**config.mk**
```make
export PLATFORM = sky130hd
export DESIGN_NAME = vga_frame_arbiter
export DESIGN_NICKNAME = d
export VERILOG_FILES = /design/src/rtl/vga_frame_arbiter.sv
export SDC_FILE = /design/constraint.sdc
export NUM_CORES = 1
export LEC_CHECK = 0
export ABC_AREA = 0
export CAP_MARGIN = 10
export CORE_UTILIZATION = 25
export CTS_BUF_LIST = sky130_fd_sc_hd__clkbuf_4 sky130_fd_sc_hd__clkbuf_8
export DETAILED_ROUTE_END_ITERATION = 8
export GPL_TIMING_DRIVEN = 1
export PLACE_DENSITY = 0.51
export SYNTH_ARGS = -nofsm -noshare
export SYNTH_HDL_FRONTEND = slang
export SYNTH_SLANG_ARGS = --single-unit
```
**constraint.sdc**
```tcl
create_clock -name i_clk -period 4.16 [get_ports i_clk]
set_input_delay 0.832 -clock i_clk [delete_from_list [all_inputs] [get_ports i_clk]]
set_output_delay 0.832 -clock i_clk [all_outputs]
set_load 0.05 [all_outputs]
```
**src/rtl/vga_frame_arbiter.sv**
```systemverilog
// Single-port pixel SRAM arbiter: raster-order prefetch into a small FIFO for VGA scan-out,
// with writer traffic interleaved whenever FIFO occupancy allows.
module vga_frame_arbiter #(
    parameter int unsigned ADDR_W       = 20,
    parameter int unsigned DATA_W       = 16,
    parameter int unsigned FIFO_DEPTH   = 8,
    parameter int unsigned LOW_WATER    = 4,
    parameter int unsigned FRAME_PIXELS = 307200
) (
    input  logic              i_clk,
    input  logic              i_rst_n,
    input  logic              i_frame_start,
    input  logic              i_wr_valid,
    input  logic [ADDR_W-1:0] i_wr_addr,
    input  logic [DATA_W-1:0] i_wr_data,
    output logic              o_wr_ready,
    input  logic              i_pix_req,
    output logic [DATA_W-1:0] o_pix_data,
    output logic              o_pix_valid,
    output logic              o_underflow,
    output logic              o_busy,
    output logic [ADDR_W-1:0] o_sram_addr,
    output logic [DATA_W-1:0] o_sram_wdata,
    output logic              o_sram_we,
    output logic              o_sram_re,
    input  logic [DATA_W-1:0] i_sram_rdata
);

    localparam int unsigned PTR_W = $clog2(FIFO_DEPTH);
    localparam int unsigned CNT_W = PTR_W + 1;
    localparam int unsigned OCC_W = CNT_W + 1;
    localparam logic [ADDR_W-1:0] LAST_ADDR = ADDR_W'(FRAME_PIXELS - 1);
    localparam logic [OCC_W-1:0]  OCC_LOW   = OCC_W'(LOW_WATER);
    localparam logic [OCC_W-1:0]  OCC_FULL  = OCC_W'(FIFO_DEPTH);
    localparam logic [CNT_W-1:0]  CNT_FULL  = CNT_W'(FIFO_DEPTH);

    typedef enum logic [1:0] {StIdle, StFetch, StDone} state_e;
    typedef enum logic [1:0] {GntNone, GntRead, GntWrite} grant_e;

    state_e              state_q, state_d;
    logic [ADDR_W-1:0]   rd_ptr_q, rd_ptr_d;
    logic [ADDR_W-1:0]   sram_addr_q, sram_addr_d;
    logic [DATA_W-1:0]   sram_wdata_q, sram_wdata_d;
    logic                sram_we_q, sram_we_d;
    logic                sram_re_q, sram_re_d;
    logic                rvalid_q, rvalid_d;
    logic [CNT_W-1:0]    fifo_cnt_q, fifo_cnt_d;
    logic [PTR_W-1:0]    fifo_wp_q, fifo_wp_d;
    logic [PTR_W-1:0]    fifo_rp_q, fifo_rp_d;
    logic [DATA_W-1:0]   fifo_mem_q [FIFO_DEPTH];
    logic [DATA_W-1:0]   pix_data_q, pix_data_d;
    logic                pix_valid_q, pix_valid_d;
    logic                underflow_q, underflow_d;

    grant_e              grant;
    logic                fetch;
    logic                rd_go;
    logic                wr_go;
    logic                push;
    logic                pop;
    logic [OCC_W-1:0]    occ;

    always_comb begin
        // Occupancy counts reads still in flight so a full FIFO can never be overrun.
        occ   = OCC_W'(fifo_cnt_q) + OCC_W'(sram_re_q) + OCC_W'(rvalid_q);
        fetch = (state_q == StFetch);
        grant = GntNone;
        if (fetch && (occ < OCC_LOW)) begin
            grant = GntRead;
        end else if (i_wr_valid) begin
            grant = GntWrite;
        end else if (fetch && (occ < OCC_FULL)) begin
            grant = GntRead;
        end
        rd_go = (grant == GntRead) && !i_frame_start;
        wr_go = (grant == GntWrite);
        push  = rvalid_q && !i_frame_start;
        pop   = i_pix_req && (fifo_cnt_q != '0) && !i_frame_start;
    end

    assign o_wr_ready = wr_go && i_rst_n;

    always_comb begin
        state_d      = state_q;
        rd_ptr_d     = rd_ptr_q;
        sram_addr_d  = sram_addr_q;
        sram_wdata_d = sram_wdata_q;
        sram_we_d    = wr_go;
        sram_re_d    = rd_go;
        rvalid_d     = sram_re_q && !i_frame_start;
        fifo_cnt_d   = fifo_cnt_q;
        fifo_wp_d    = fifo_wp_q;
        fifo_rp_d    = fifo_rp_q;
        pix_data_d   = pix_data_q;
        pix_valid_d  = 1'b0;
        underflow_d  = underflow_q;

        if (i_frame_start) begin
            state_d  = StFetch;
            rd_ptr_d = '0;
        end else if (rd_go) begin
            rd_ptr_d = rd_ptr_q + ADDR_W'(1);
            if (rd_ptr_q == LAST_ADDR) begin
                state_d = StDone;
            end
        end

        if (rd_go) begin
            sram_addr_d = rd_ptr_q;
        end else if (wr_go) begin
            sram_addr_d  = i_wr_addr;
            sram_wdata_d = i_wr_data;
        end

        if (i_frame_start) begin
            fifo_cnt_d = '0;
            fifo_wp_d  = '0;
            fifo_rp_d  = '0;
        end else begin
            if (push) begin
                fifo_wp_d = fifo_wp_q + PTR_W'(1);
            end
            if (pop) begin
                fifo_rp_d = fifo_rp_q + PTR_W'(1);
            end
            if (push && !pop) begin
                fifo_cnt_d = fifo_cnt_q + CNT_W'(1);
            end else if (pop && !push) begin
                fifo_cnt_d = fifo_cnt_q - CNT_W'(1);
            end
        end

        // A request coinciding with frame start is answered with a blank, not an underflow.
        if (i_frame_start) begin
            underflow_d = 1'b0;
            if (i_pix_req) begin
                pix_data_d = '0;
            end
        end else if (i_pix_req) begin
            if (fifo_cnt_q != '0) begin
                pix_data_d  = fifo_mem_q[fifo_rp_q];
                pix_valid_d = 1'b1;
            end else begin
                pix_data_d  = '0;
                underflow_d = 1'b1;
            end
        end
    end

    always_ff @(posedge i_clk or negedge i_rst_n) begin
        if (!i_rst_n) begin
            state_q      <= StIdle;
            rd_ptr_q     <= '0;
            sram_addr_q  <= '0;
            sram_wdata_q <= '0;
            sram_we_q    <= 1'b0;
            sram_re_q    <= 1'b0;
            rvalid_q     <= 1'b0;
            fifo_cnt_q   <= '0;
            fifo_wp_q    <= '0;
            fifo_rp_q    <= '0;
            pix_data_q   <= '0;
            pix_valid_q  <= 1'b0;
            underflow_q  <= 1'b0;
        end else begin
            state_q      <= state_d;
            rd_ptr_q     <= rd_ptr_d;
            sram_addr_q  <= sram_addr_d;
            sram_wdata_q <= sram_wdata_d;
            sram_we_q    <= sram_we_d;
            sram_re_q    <= sram_re_d;
            rvalid_q     <= rvalid_d;
            fifo_cnt_q   <= fifo_cnt_d;
            fifo_wp_q    <= fifo_wp_d;
            fifo_rp_q    <= fifo_rp_d;
            pix_data_q   <= pix_data_d;
            pix_valid_q  <= pix_valid_d;
            underflow_q  <= underflow_d;
        end
    end

    always_ff @(posedge i_clk) begin
        if (push) begin
            fifo_mem_q[fifo_wp_q] <= i_sram_rdata;
        end
    end

    always_ff @(posedge i_clk) begin
        if (i_rst_n) begin
            assert (!(push && !pop && (fifo_cnt_q == CNT_FULL)))
            else $error("vga_frame_arbiter: prefetch fifo overflow");
        end
    end

    assign o_pix_data   = pix_data_q;
    assign o_pix_valid  = pix_valid_q;
    assign o_underflow  = underflow_q;
    assign o_busy       = (state_q == StFetch);
    assign o_sram_addr  = sram_addr_q;
    assign o_sram_wdata = sram_wdata_q;
    assign o_sram_we    = sram_we_q;
    assign o_sram_re    = sram_re_q;

endmodule

```
* Word level (Yosys, flattened, before mapping) *
Memory sizes are Yosys's and may differ from the RTL's.
Index checks and enable logic that the tools add are counted.

storage, ports and cells
  register bits after elaboration = 89
  bits in latches = 0
  RAM bits = 128
  bits in read-only memories = 0
  bits of input ports = 57
  output and inout bits = 58
  word-level logic and storage cells = 82
  memories = 1

operators by class
  add/sub/neg operators = 7
  $mul = 0
  divide/modulo/power cells = 0
  order comparisons = 2
  eq/ne operators = 5
  shift operators = 0
  mux-type cells = 29
  bitwise operators = 1
  reductions and logical operators = 24

memories
  memory      depth  width  read ports  clocked after Yosys merged registers in  write ports  RTL line  text
  fifo_mem_q  8      16     1           0                                        1            50        logic [DATA_W-1:0] fifo_mem_q [FIFO_DEPTH];

operator list
  kind                   count
  $mux 20                4
  $mux 16                4
  $add 20x1->20 const B  1
  $eq 20x19->1 const B   1
  $mux 3                 4
  $mux 4                 3
  $reduce_bool 2->1      6
  $logic_and 1x1->1      10
  $mux 2                 5
  $mux 1                 9
  $add 3x1->3 const B    2
  $reduce_and 2->1       3
  $add 4x1->5            1
  $add 5x1->5            1
  $lt 5x3->1 const B     1
  $lt 5x4->1 const B     1
  $add 4x1->4 const B    1
  $eq 2x1->1 const B     2
  $reduce_bool 4->1      1
  $sub 4x1->4 const B    1
  $logic_not 1->1        3
  $reduce_bool 3->1      1
  $eq 2x2->1 const B     1
  $ne 2x2->1 const B     1
  $not 1->1              1

* Longest topological paths before layout *
Gate-level depths: netlist of run 1.

  depth in word-level cells = 11
  gate-level depth with buffers = 9
  mapped depth without buffers = 8

* Worst setup path before layout of run 1 *
No wires, ideal clock.

  path kind = reg2out
  start point = register fifo_cnt_q[0]
  end point = output port o_wr_ready
  arrival = 2.042 ns
  data required time = 3.328 ns
  setup slack = 1.286 ns
  cell stages (with the launch flop) = 8
  path buffers = 1
  cell sequence = dfrtp_1 > ha_1 > a21oi_4 > nor2_2 > o31ai_4 > inv_4 > buf_6 > and2_1

between the ends
  word-level cells in the longest chain between the ends = 9
  elaborated cells between the ends (all ways) = 11
  classes of those cells = add/sub: 2; order compare: 2; eq/ne: 1; mux: 3; reduce/logical: 3

ends and longest elaborated chain
  what                    RTL line  text
  start, declared         47        logic [CNT_W-1:0] fifo_cnt_q, fifo_cnt_d;
  start signal, assigned  173       fifo_cnt_q <= fifo_cnt_d;
  $add 4x1->5 (*)         65        occ = OCC_W'(fifo_cnt_q) + OCC_W'(sram_re_q) + OCC_W'(rvalid_q);
  $add 5x1->5 (*)         65
  $lt 5x4->1              72        end else if (fetch && (occ < OCC_FULL)) begin
  $logic_and 1x1->1       72
  $mux 1                  72
  $mux 2                  70        end else if (i_wr_valid) begin
  $mux 2 (*)              68        if (fetch && (occ < OCC_LOW)) begin
  $eq 2x2->1 (*)          76        wr_go = (grant == GntWrite);
  $logic_and 1x1->1 (*)   81        assign o_wr_ready = wr_go && i_rst_n;
  end, declared           16        output logic o_wr_ready,

Every way passes the cells marked *; elsewhere a longest branch is shown, timed or not.

* Worst setup path in the final report of run 1 *
  start point = register rvalid_q
  end point = output port o_wr_ready

between the ends
  word-level cells in the longest chain between the ends = 8
  elaborated cells between the ends (all ways) = 10
  classes of those cells = add/sub: 1; order compare: 2; eq/ne: 1; mux: 3; reduce/logical: 3

ends and longest elaborated chain
  what                    RTL line  text
  start, declared         46        logic rvalid_q, rvalid_d;
  start signal, assigned  172       rvalid_q <= rvalid_d;
  $add 5x1->5 (*)         65
  $lt 5x4->1              72
  $logic_and 1x1->1       72
  $mux 1                  72
  $mux 2                  70
  $mux 2 (*)              68
  $eq 2x2->1 (*)          76
  $logic_and 1x1->1 (*)   81

Marked as above.

==> results of run 1 <==
-- cell usage after synthesis, drive strengths merged --
cell type	number	area share (%)
o31ai	1	0.24
o22ai	16	1.1
nand3	8	0.45
a21oi	9	0.64
and4	2	0.20
o211a	1	0.11
buf	17	1.1
and3	2	0.14
mux2i	21	2.4
or2	3	0.21
o21ai	6	0.34
nor3	9	0.51
or3	3	0.21
a211oi	2	0.17
nor4	3	0.21
and2b	1	0.085
and4b	1	0.11
o2111a	1	0.13
nor2b	2	0.14
o211ai	1	0.085
a21o	21	1.8
nand4	4	0.28
nor4bb	1	0.11
ha	6	0.85
dfrtp	89	25
nand2b	4	0.31
xor2	9	0.89
fa	1	0.23
nor3b	1	0.085
inv	25	1.1
xnor2	13	1.3
or4	1	0.085
o2111ai	1	0.099
and2	1	0.071
o41ai	1	0.31
edfxtp	128	44
nor4b	1	0.099
nor2	36	1.6
mux4	32	8.2
nand2	66	2.8
o2bb2ai	1	0.17
a22o	19	1.9
clkbuf	11	0.47
-- critical path, cell delays in order (launching register included) --
cell and delay (ns):
dfrtp_1 0.48, ha_1 0.38, a21oi_4 0.23, nor2_2 0.08
o31ai_4 0.27, inv_4 0.21, and2_1 0.22, buf_4 0.18
-- cells by family after synthesis --
| family | after synthesis | share of synthesized area (%) |
|---|---|---|
| buf+inv | 53 | 2.636 |
| compound gates | 80 | 7.100 |
| flops | 217 | 68.76 |
| fa+ha+maj | 7 | 1.077 |
| simple gates | 149 | 7.696 |
| xor+xnor | 22 | 2.183 |
| mux | 53 | 10.54 |
-- worst max-delay path by stage --
stage	cells past startpoint	slack (ns)	to
floorplan	7	1.29	o_wr_ready
global placement	7	0.48	o_wr_ready
detailed placement	7	0.43	o_wr_ready
CTS	7	0.76	o_wr_ready
global route	7	0.62	o_wr_ready
finish	7	0.77	o_wr_ready
-- per-stage QoR --
step	power, W	std cells	hold WS (ns)	util, %
5_1_grt	0.007799	1210	0.2226	32.99
4_1_cts	0.007534	1210	0.2099	32.99
3_3_place_gp	0.005337	1139	0.4584	30.51
2_1_floorplan	0.004544	581	0.4575	-
3_5_place_dp	0.005352	1139	0.4634	30.51
6_report	0.007418	1211	0.2361	33.00
-- metal layers --
metal	vias to the layer above	wire length, um	track usage [%]
met3	34	1208	2.675
met5	-	0	0
met4	0	330	3.195
met1	2647	9752	16.11
li1	2456	-	-
met2	149	9426	18.09
-- flip-flops by register name (all words and copies together) (netlist names) --
name / flops
fifo_wp_q: 3
rvalid_q: 1
fifo_cnt_q: 4
o_sram_addr: 20
o_sram_wdata: 16
fifo_rp_q: 3
o_sram_re: 1
o_pix_data: 16
o_pix_valid: 1
state_q: 2
o_sram_we: 1
o_underflow: 1
fifo_mem_q: 128
rd_ptr_q: 20
-- final cells by class --
| cell class | instances | area share [%] |
|---|---|---|
| flip-flops and latches | 217 | 53.14 |
| clock buffers | 66 | 6.964 |
| repair buffers | 132 | 11.34 |
| well taps | 455 | 4.982 |
| diodes | 1 | 0.02190 |
| inverters | 25 | 0.8432 |
| multi-input cells | 311 | 22.23 |
| clock inverters | 4 | 0.4709 |
-- power by group through the flow --
stage	sequential [W]	clock (W)	combinational [W]
2_1_floorplan	0.00353	0	0.00102
3_3_place_gp	0.00285	0	0.00249
3_5_place_dp	0.00285	0	0.00250
4_1_cts	0.00281	0.00221	0.00252
5_1_grt	0.00285	0.00229	0.00266
6_report	0.00280	0.00214	0.00248
==> results.yml, run 1 <==
floorplan:
  rows: 68
  pin_count: 115
  die_area_sq_um: 36070
  dieHeight_um: 189.9
  die_width_um: 189.9
  initial_core_util_pct: 25.50
  core_area_sq_um: 34630
synthesis:
  synthesis.nets: 645
  avgSynthCellArea_sq_um: 15.20
  yosys_warnings: 0
  synth_area_sq_um: 8828
  yosys_register_bits: 217
  seq_area_frac_synth_pct: 68.76
  ys_types: 51
  syn-instance-count: 581
final_layout:
  drive_gt1_share_pct: 18.15
  multi_input_area_sq_um: 2540
  layout_common_cells: "edfxtp_1, clkdlybuf4s50_1, dfrtp_1, nand2_1, clkbuf_8"
  final_common_cell: "edfxtp_1"
  ff_latch_area_sq_um: 6072
  finalNetCount: 790
  nFillCells: 3422
  design_area_sq_um: 11430
  syn_to_final_growth_pct: 29.42
worst_setup_path:
  reg2reg_slack_ns: 1.50
  rr_startpoint: "fifo_cnt_q[2]"
  crit_required_ns: 3.33
  cp_max_fo: 37
  crit_start: "rvalid_q"
  reg2reg_to: "fifo_cnt_q[3]"
  cp-end-kind: "output pin"
  crit_path_start_kind: "flip-flop"
  critical_path_class: "reg -> out"
  reg2regPathDepth: 8
  worstPathArrival_ns: 2.56
routing:
  first_pass_iters: 4
  via_count: 5286
  vias_per_cell: 4.365
  antenna_left: 0
  drc_errors: 0
  routed_wl_um: 20720
  wl_per_cell_um: 17.11
  drtIter0Drc: 259
global_routing:
  antenna_found_initial: 0
  overflow: 0
  track_usage_pct: 11.61
  grt_pass1_vias: 5394
  grt_max_degree: 67
  grt_pass1_wl_um: 31990
sta:
  hold_violations: 0
  rsz0062_at_grt: "no"
  relSlewSlack_pct: 37.19
  period_minus_slack_ns: 3.394
  min_period_over_period_pct: 81.60
  fin_ws_ns: 0.7656
  setup_tns_ns: 0
  slew_viol_final: 0
  finalSetupViolCount: 0
  fmax_ghz: 0.2946
  tightest_slew_ns: 0.9421
  clock_skew_ns: 0.01918
power:
  p_clk_share_pct: 28.8
  power_density_nw_per_um2: 649.2
  p_switching_w: 0.002633
  leakagePower_nw: 4.325
  pwr-share-comb_pct: 33.4
  sw_frac_of_total_pct: 35.49
  peakVddDrop_mv: 0.3265
  seq_power_share_pct: 37.8
  internal-power_w: 0.004785
placed_design:
  dp_hpwl_um: 12940
  place_area_sq_um: 10570
  numPortBuffers: 114
  preCtsSetupSlack_ns: 0.4291
  place_congestion: 0.7381
hold_path:
  min_path_type: "in -> async"
clock_network:
  htreeDepth: 2
  cts_hold_buf: 0
  clkTransAtPathRegs_ns: 0.06
  cts.sinks: 217
  cts_tree: "done"
  post-cts-setup-buffers: 1
  cts_max_path_buffers: 3
  cts_root_buf: "clkbuf_8"
  ctsResizeCount: 0
  clkLatencyLatePin_ns: 0.52
  cts_buffers: 39
run:
  max-cap-violations: 0
run_status:
  outcome: "finished clean"
Power figures use the tool's default switching activity.
==> run 2: changes to the inputs <==
--- a/config.mk
+++ b/config.mk
@@ -11,7 +11,7 @@
 export CTS_BUF_LIST = sky130_fd_sc_hd__clkbuf_4 sky130_fd_sc_hd__clkbuf_8
 export DETAILED_ROUTE_END_ITERATION = 8
 export GPL_TIMING_DRIVEN = 1
-export PLACE_DENSITY = 0.51
+export PLACE_DENSITY = 0.53
 export SYNTH_ARGS = -nofsm -noshare
 export SYNTH_HDL_FRONTEND = slang
 export SYNTH_SLANG_ARGS = --single-unit
==> constraint.sdc (replaced) <==
create_clock -name i_clk -period 2.85 [get_ports i_clk]
set_input_delay 0.57 -clock i_clk [delete_from_list [all_inputs] [get_ports i_clk]]
set_output_delay 0.57 -clock i_clk [all_outputs]
set_load 0.05 [all_outputs]
==> results.yml, run 2 (synthesis results as in run 1) <==
final_layout:
  layout_common_cells: "edfxtp_1, clkdlybuf4s50_1, dfrtp_1, nand2_1, clkbuf_8"
  syn_to_final_growth_pct: 30.74
  finalNetCount: 806
  largest_register_ffs: 128
  finalNonFillerCells: 1226
  drive_gt1_share_pct: 19.97
  antenna_cells: 0
  final_common_cell: "edfxtp_1"
  regMostFlops: "fifo_mem_q"
power:
  p_total_w: 0.01088
  peakVddDrop_mv: 0.4365
  p_clk_share_pct: 28.3
  leakagePower_nw: 4.409
  power_density_nw_per_um2: 942.5
  p_switching_w: 0.003867
  seq_power_share_pct: 37.0
  pwr-share-comb_pct: 34.8
  internal-power_w: 0.007012
  sw_frac_of_total_pct: 35.55
worst_setup_path:
  cp_slowest_stage_delay_ns: 0.45
  cp_max_fo: 5
  crit_family: "flip-flops"
  slowest_stage: "dfrtp_2"
  crit_start: "fifo_cnt_q[0]"
  critical_path_class: "reg -> out"
  crit_required_ns: 2.28
  cp-end-kind: "output pin"
  worstPathArrival_ns: 2.13
  rr_startpoint: "fifo_cnt_q[0]"
  crit_path_start_kind: "flip-flop"
  crit_chain: "ha_1 > a21oi_4 > nor2_2 > o31ai_4 > inv_4 > and2_1 > buf_4"
  path_buf_inv: 2
routing:
  drc_errors: 0
  vias_per_cell: 4.319
  drtIter0Drc: 235
  antenna_left: 0
  via_count: 5295
  wl_per_cell_um: 17.13
  routed_wl_um: 21000
  first_pass_iters: 4
clock_network:
  cts_tree: "done"
  cts.sinks: 217
  clkLatencyLatePin_ns: 0.53
  cts_max_path_buffers: 3
  htreeDepth: 2
  clkTransAtPathRegs_ns: 0.06
  cts_hold_buf: 0
  cts_buffers: 38
  cts_root_buf: "clkbuf_8"
floorplan:
  initial_core_util_pct: 25.50
  die_area_sq_um: 36070
  pin_count: 115
  die_width_um: 189.9
  dieHeight_um: 189.9
  core_area_sq_um: 34630
  rows: 68
global_routing:
  grt_pass1_wl_um: 32560
  overflow: 0
  track_usage_pct: 11.82
  antenna_found_initial: 0
  grt_pass1_vias: 5585
  grt_max_degree: 50
sta:
  hold_violations: 0
  setup_tns_ns: 0
  period_minus_slack_ns: 2.700
  slew_viol_final: 0
  finalSetupViolCount: 0
  fmax_ghz: 0.3703
  rsz0062_at_grt: "no"
  fin_ws_ns: 0.1496
  tightest_slew_ns: 0.8259
  min_period_over_period_pct: 94.75
  relSlewSlack_pct: 44.94
  clock_skew_ns: 0.01608
run_status:
  outcome: "finished clean"
placed_design:
  place_congestion: 0.7087
  numPortBuffers: 114
  preCtsSetupSlack_ns: 0.09978
  dp_hpwl_um: 13150
  place_inst: 1154
hold_path:
  min_path_type: "in -> async"
run:
  max-cap-violations: 0
run 2: cell types whose count changed in the layout (fill, tap and decap cells not counted):
cell and change:
clkbuf_8 -1, clkinv_8 +1, clkbuf_4 -3, buf_4 +17
clkinv_2 +2, dfrtp_1 -1, diode_2 -1, dfrtp_2 +1
run 2: area by class of cell:
class                   count  area, sq um
clock inverters             7        80.08
clock buffers              62        759.5
multi-input cells         311         2540
fillers                  3409        23090
inverters                  25        96.34
flip-flops and latches    217         6073
repair buffers            149         1424
well taps                 455        569.3
run 2: worst paths after layout:
check | slack, ns | endpoint | cells after the start
min reg2reg | 0.47 | o_sram_wdata[5] | 2
min in group i_clk | 0.47 | o_sram_wdata[5] | 2
max reg2reg | 0.31 | fifo_cnt_q[3] | 8
min | 0.16 | rd_ptr_q[7] | 2
max | 0.15 | o_wr_ready | 7
max in group asynchronous | 2.08 | fifo_rp_q[0] | 2
run 2: power by group through the flow:
stage | combinational (W) | clock, W | sequential [W]
2_1_floorplan | 0.00149 | 0 | 0.00515
3_3_place_gp | 0.00379 | 0 | 0.00408
3_5_place_dp | 0.00381 | 0 | 0.00409
4_1_cts | 0.00383 | 0.00319 | 0.00403
5_1_grt | 0.00406 | 0.00334 | 0.00409
6_report | 0.00378 | 0.00307 | 0.00402
run 2: timing repair:
action                                  in CTS  in global routing
pin swaps                                    1                  1
endpoints found under the setup margin       1                  2
gates resized for setup                      1                  0
setup buffers                                1                  2
run 2: per-stage QoR:
stage | hold WS (ns) | area (sq um) | util, %
after floorplan | 0.2744 | 8828 | -
after global placement | 0.4569 | 10680 | 30.84
after detailed placement | 0.4611 | 10680 | 30.84
after CTS | 0.1358 | 11530 | 33.29
after global routing | 0.1684 | 11540 | 33.33
final | 0.1593 | 11540 | 33.33
run 2: routing by layer:
layer / vias to the layer above / global-route usage [%] / part of all wire, %
li1: 2485 / - / -
met1: 2644 / 15.48 / 45
met2: 132 / 19.37 / 47
met3: 34 / 2.859 / 5.8
met4: 0 / 3.319 / 1.8
met5: - / 0 / 0
==> run 3: changes to the inputs <==
--- a/config.mk
+++ b/config.mk
@@ -11,7 +11,7 @@
 export CTS_BUF_LIST = sky130_fd_sc_hd__clkbuf_4 sky130_fd_sc_hd__clkbuf_8
 export DETAILED_ROUTE_END_ITERATION = 8
 export GPL_TIMING_DRIVEN = 1
-export PLACE_DENSITY = 0.53
+export PLACE_DENSITY = 0.51
 export SYNTH_ARGS = -nofsm -noshare
 export SYNTH_HDL_FRONTEND = slang
 export SYNTH_SLANG_ARGS = --single-unit
==> constraint.sdc (replaced) <==
create_clock -name i_clk -period 3.3 [get_ports i_clk]
set_input_delay 0.66 -clock i_clk [delete_from_list [all_inputs] [get_ports i_clk]]
set_output_delay 0.66 -clock i_clk [all_outputs]
set_load 0.05 [all_outputs]
==> results.yml, run 3 (synthesis results as in run 1) <==
run_status:
  outcome: "finished clean"
worst_setup_path:
  worstPathArrival_ns: 2.37
  cp_max_fo: 9
  cp-end-kind: "output pin"
  reg2reg_to: "fifo_cnt_q[3]"
  critical_path_class: "reg -> out"
  crit_path_start_kind: "flip-flop"
  crit_required_ns: 2.64
  crit_start: "rvalid_q"
  reg2reg_slack_ns: 0.68
  endpoint: "o_wr_ready"
  rr_startpoint: "fifo_cnt_q[2]"
  reg2regPathDepth: 8
power:
  p_switching_w: 0.003298
  sw_frac_of_total_pct: 36.17
  p_clk_share_pct: 27.2
  internal-power_w: 0.005820
  leakagePower_nw: 4.306
  power_density_nw_per_um2: 802.1
  seq_power_share_pct: 38.5
  peakVddDrop_mv: 0.3936
  pwr-share-comb_pct: 34.3
floorplan:
  die_area_sq_um: 36070
  core_area_sq_um: 34630
  rows: 68
  initial_core_util_pct: 25.50
  dieHeight_um: 189.9
  pin_count: 115
  die_width_um: 189.9
run:
  max-cap-violations: 0
routing:
  drc_errors: 0
  routed_wl_um: 19970
  antenna_left: 0
  wl_per_cell_um: 16.45
  via_count: 5197
  drtIter0Drc: 213
  vias_per_cell: 4.281
  first_pass_iters: 4
sta:
  rsz0062_at_grt: "no"
  clock_skew_ns: 0.03281
  fmax_ghz: 0.3296
  relSlewSlack_pct: 43.70
  setup_tns_ns: 0
  period_minus_slack_ns: 3.034
  finalSetupViolCount: 0
  whs_ns: 0.4704
  tightest_slew_ns: 0.8395
  slew_viol_final: 0
  hold_violations: 0
  min_period_over_period_pct: 91.94
clock_network:
  cts_tree: "done"
  clkLatencyLatePin_ns: 0.55
  cts_root_buf: "clkbuf_8"
  cts.sinks: 217
  cts_buffers: 39
  ctsResizeCount: 0
  clkTransAtPathRegs_ns: 0.06
  cts_hold_buf: 1
  htreeDepth: 2
  cts_max_path_buffers: 3
  post-cts-setup-buffers: 0
placed_design:
  numPortBuffers: 114
  dp_hpwl_um: 12470
  place_congestion: 0.7344
final_layout:
  syn_to_final_growth_pct: 28.77
  final_common_cell: "edfxtp_1"
  finalNetCount: 793
  layout_common_cells: "edfxtp_1, clkdlybuf4s50_1, dfrtp_1, nand2_1, clkbuf_8"
  largest_register_ffs: 128
  drive_gt1_share_pct: 17.79
  regMostFlops: "fifo_mem_q"
  antenna_cells: 0
hold_path:
  min_path_type: "reg -> reg"
global_routing:
  grt_pass1_vias: 5299
  overflow: 0
  antenna_found_initial: 0
  track_usage_pct: 11.09
  grt_max_degree: 60
  grt_pass1_wl_um: 30730
[run 3: how the worst min path moves through the flow]
stage,from,to,slack [ns],cells after the start
4_1_cts,i_rst_n,o_sram_addr[2],0.45,2
6_report,o_sram_wdata[15],o_sram_wdata[15],0.47,2
3_5_place_dp,o_sram_wdata[15],o_sram_wdata[15],0.46,2
5_1_grt,i_rst_n,o_sram_addr[2],0.48,2
3_3_place_gp,o_sram_addr[6],o_sram_addr[6],0.46,1
2_1_floorplan,i_rst_n,fifo_cnt_q[0],0.36,0
[run 3: through the flow]
stage	area [sq um]	cells	setup slack [ns]	util, %	power [W]
5_1_grt	11370	1214	0.1378	32.83	0.009620
3_5_place_dp	10580	1142	0.4983	30.54	0.006751
2_1_floorplan	8828	581	0.5979	-	0.005728
3_3_place_gp	10580	1142	0.5300	30.54	0.006734
4_1_cts	11370	1214	0.2074	32.83	0.009286
6_report	11370	1214	0.2659	32.83	0.009119
[run 3: area by class of cell]
| class | count | area (sq um) |
|---|---|---|
| fillers | 3392 | 23260 |
| repair buffers | 135 | 1309 |
| flip-flops and latches | 217 | 6072 |
| clock inverters | 12 | 82.58 |
| well taps | 455 | 569.3 |
| inverters | 25 | 96.34 |
| clock buffers | 59 | 699.4 |
| multi-input cells | 311 | 2540 |
[run 3: layer usage]
layer	vias up	GRT usage [%]	wire, um
met1	2557	15.22	9427
met5	-	0	0
met3	40	2.693	1188
met2	138	17.39	8947
li1	2462	-	-
met4	0	3.040	405
[run 3: power groups by stage]
stage	registers [W]	logic [W]	clock network, W
floorplan	0.00444	0.00128	0
global placement	0.00356	0.00318	0
detailed placement	0.00356	0.00319	0
CTS	0.00352	0.00319	0.00258
global route	0.00357	0.00336	0.00269
finish	0.00351	0.00313	0.00248
[run 3: critical path, stage by stage, from the launching register on]
cell	delay, ns
dfrtp_1	0.49
ha_1	0.38
a21oi_4	0.23
nor2_2	0.08
o31ai_4	0.28
inv_4	0.05
and2_1	0.15
buf_4	0.19
==> edit (flow settings as in run 2) <==
Set the parameter `DATA_W` to 12 (it was 16).
--- a/src/rtl/vga_frame_arbiter.sv
+++ b/src/rtl/vga_frame_arbiter.sv
@@ -4,3 +4,3 @@
     parameter int unsigned ADDR_W       = 20,
-    parameter int unsigned DATA_W       = 16,
+    parameter int unsigned DATA_W       = 12,
     parameter int unsigned FIFO_DEPTH   = 8,
Ports: changed (resized i_sram_rdata, i_wr_data, o_pix_data and o_sram_wdata); port bits go from 115 to 99. No check against the original RTL was run, so the function may have changed too.
==> edit against run 2 <==
Routed wire length down 19%. Highest routed layer is now met5. Hold slack improved by 0.32 ns. Worst setup slack gained 0.0025 ns. Largest cell class unchanged. Core utilization decreased by 1.2 points. Largest power group unchanged. Sequential cell count shrank 40. Total power fell by 25%. Via count shrank 16%. Synthesized area shrank 17%. Cell area down 20%. Combinational power decreased by 17%.
==> edit: results (changes against run 2) <==
- Detailed placement HPWL: 10.89 mm (-17%)
- Metal1 wirelength: 8.022 mm (-16%)
- Post-synthesis compound-gate area fraction: 0.08271 (+0.01170)
- Worst Hold Path EP: o_sram_wdata[1]$_DFFE_PN0P_
- Number of synthesized flops with an enable pin: 96 (-25%)
- Clock skew: 0.01178 ns (-0.004300 ns)
- DR WL met3: 660 µm (-45%)
- Clock buffer depth: 2 (-1)
- Synth Area in XOR/XNOR: 0.02746 (+0.005630)
- VDD IR max: 0.3810 mV (-13%)
- Worst skew pair latency: 0.45 ns (-0.08 ns)
- Pre-CTS setup slack: 0.2164 ns (+0.1166 ns)
- Initial antenna violation count: 1 (+1)
- Largest register FFs: 96 (-25%)
- R2R setup slack: 0.42 ns (+0.11 ns)
- Share of cells above drive strength 1: 0.1524 (-0.04736)
- Ys Warns: 0 (unchanged)
- Minimum hold slack: 0.4791 ns (+0.3198 ns)
- Actual slew at the worst max-slew pin: 0.8975 ns (+0.07152 ns)
- Placed inst area: 8842 µm² (-17%)
- Placed cells: 980 (-15%)
- GPL Wtd Cong: 0.7365 (+3.9%)
- DRT iter0 DRCs: 199 (-15%)
- Largest net degree at the start of global routing: 64 (+28%)
- Mapped Nets: 556 (-14%)
- Global-route wire length before repair: 27.35 mm (-16%)
- DRT Wirelength: 17.03 mm (-19%)
- Post-Synth Adder-Cell Area: 0.01296 (+0.002189)
- Final non-filler cell total: 1014 (-17%)
- Synth cell count leaders: 96 x edfxtp_1, 81 x dfrtp_1, 53 x nand2_1
- WL met2: 8.245 mm (-17%)
- GRT met1 Usage: 0.1610 (+0.006143)
- Total GRT Usage: 0.1199 (+0.001740)
- I/O Buffers: 98 (-14%)
- CTS clock-pin slew for the worst setup and hold paths: 0.10 ns (+0.04 ns)
- Ys async rst share: 0.4576 (+0.04749)
- Cts hold-fix bufs: 1 (+1)
- Met2 Track Usage GR: 0.1956 (+0.001904)
- Vias: 4429 (-16%)
- Period utilization: 0.9466 (about the same)
- Layout Nets: 673 (-17%)
- CTS Buf Count: 17 (-55%)
- Uppermost layer routed: met5
- Lkg Pwr: 3.552 nW (-19%)
- Post-route ant nets: 0 (unchanged)
- Ranking of synthesized cells by area: edfxtp_1 39%, dfrtp_1 28%, mux4_2 7.4%
- CP Max Fanout: 6 (+1)
- Vias in the first global route: 4587 (-18%)
- H-tree levels: 4 (+2)
- Setup bufs post-CTS: 0 (-1)
- Post-synthesis mux area share: 0.09686 (-0.008580)
- Post-Synthesis Cells: 500 (-14%)
- Status: finished, final reports clean
- Sequential cell area fraction in the yosys report: 0.6692 (-0.01847)
- HP Class: reg -> reg
- GR Layer Usage met3: 0.03092 (+0.002329)
-- edit: changes by cell type after synthesis, sizes merged, moves of 5 or more --
cell    change
buf         -5
dfrtp       -8
edfxtp     -32
mux4        -8
nand2      -13
-- edit: worst max-delay path, stage by stage, from the launching register on --
cell     delay, ns
dfrtp_2       0.48
ha_1          0.33
a21oi_4       0.15
nor2_2        0.07
o31ai_4       0.24
inv_2         0.06
and2_1        0.15
buf_4         0.19
-- edit: cell type report --
| class | instances | area [µm²] |
|---|---|---|
| clock buffer | 17 | 234.0 |
| sequential | 177 | 4911 |
| tap | 384 | 480.5 |
| inverter | 21 | 78.83 |
| clock inverter | 15 | 161.4 |
| timing repair buffer | 120 | 1144 |
| fill | 2869 | 19520 |
| multi-input combinational | 280 | 2247 |
-- edit: power by group --
group / internal, mW / switching [mW] / total [mW] / leakage [nW]
Combinational: 1.22 / 1.93 / 3.15 / 1.41
Clock: 0.733 / 1.02 / 1.76 / 0.202
Sequential: 3.04 / 0.229 / 3.27 / 1.94
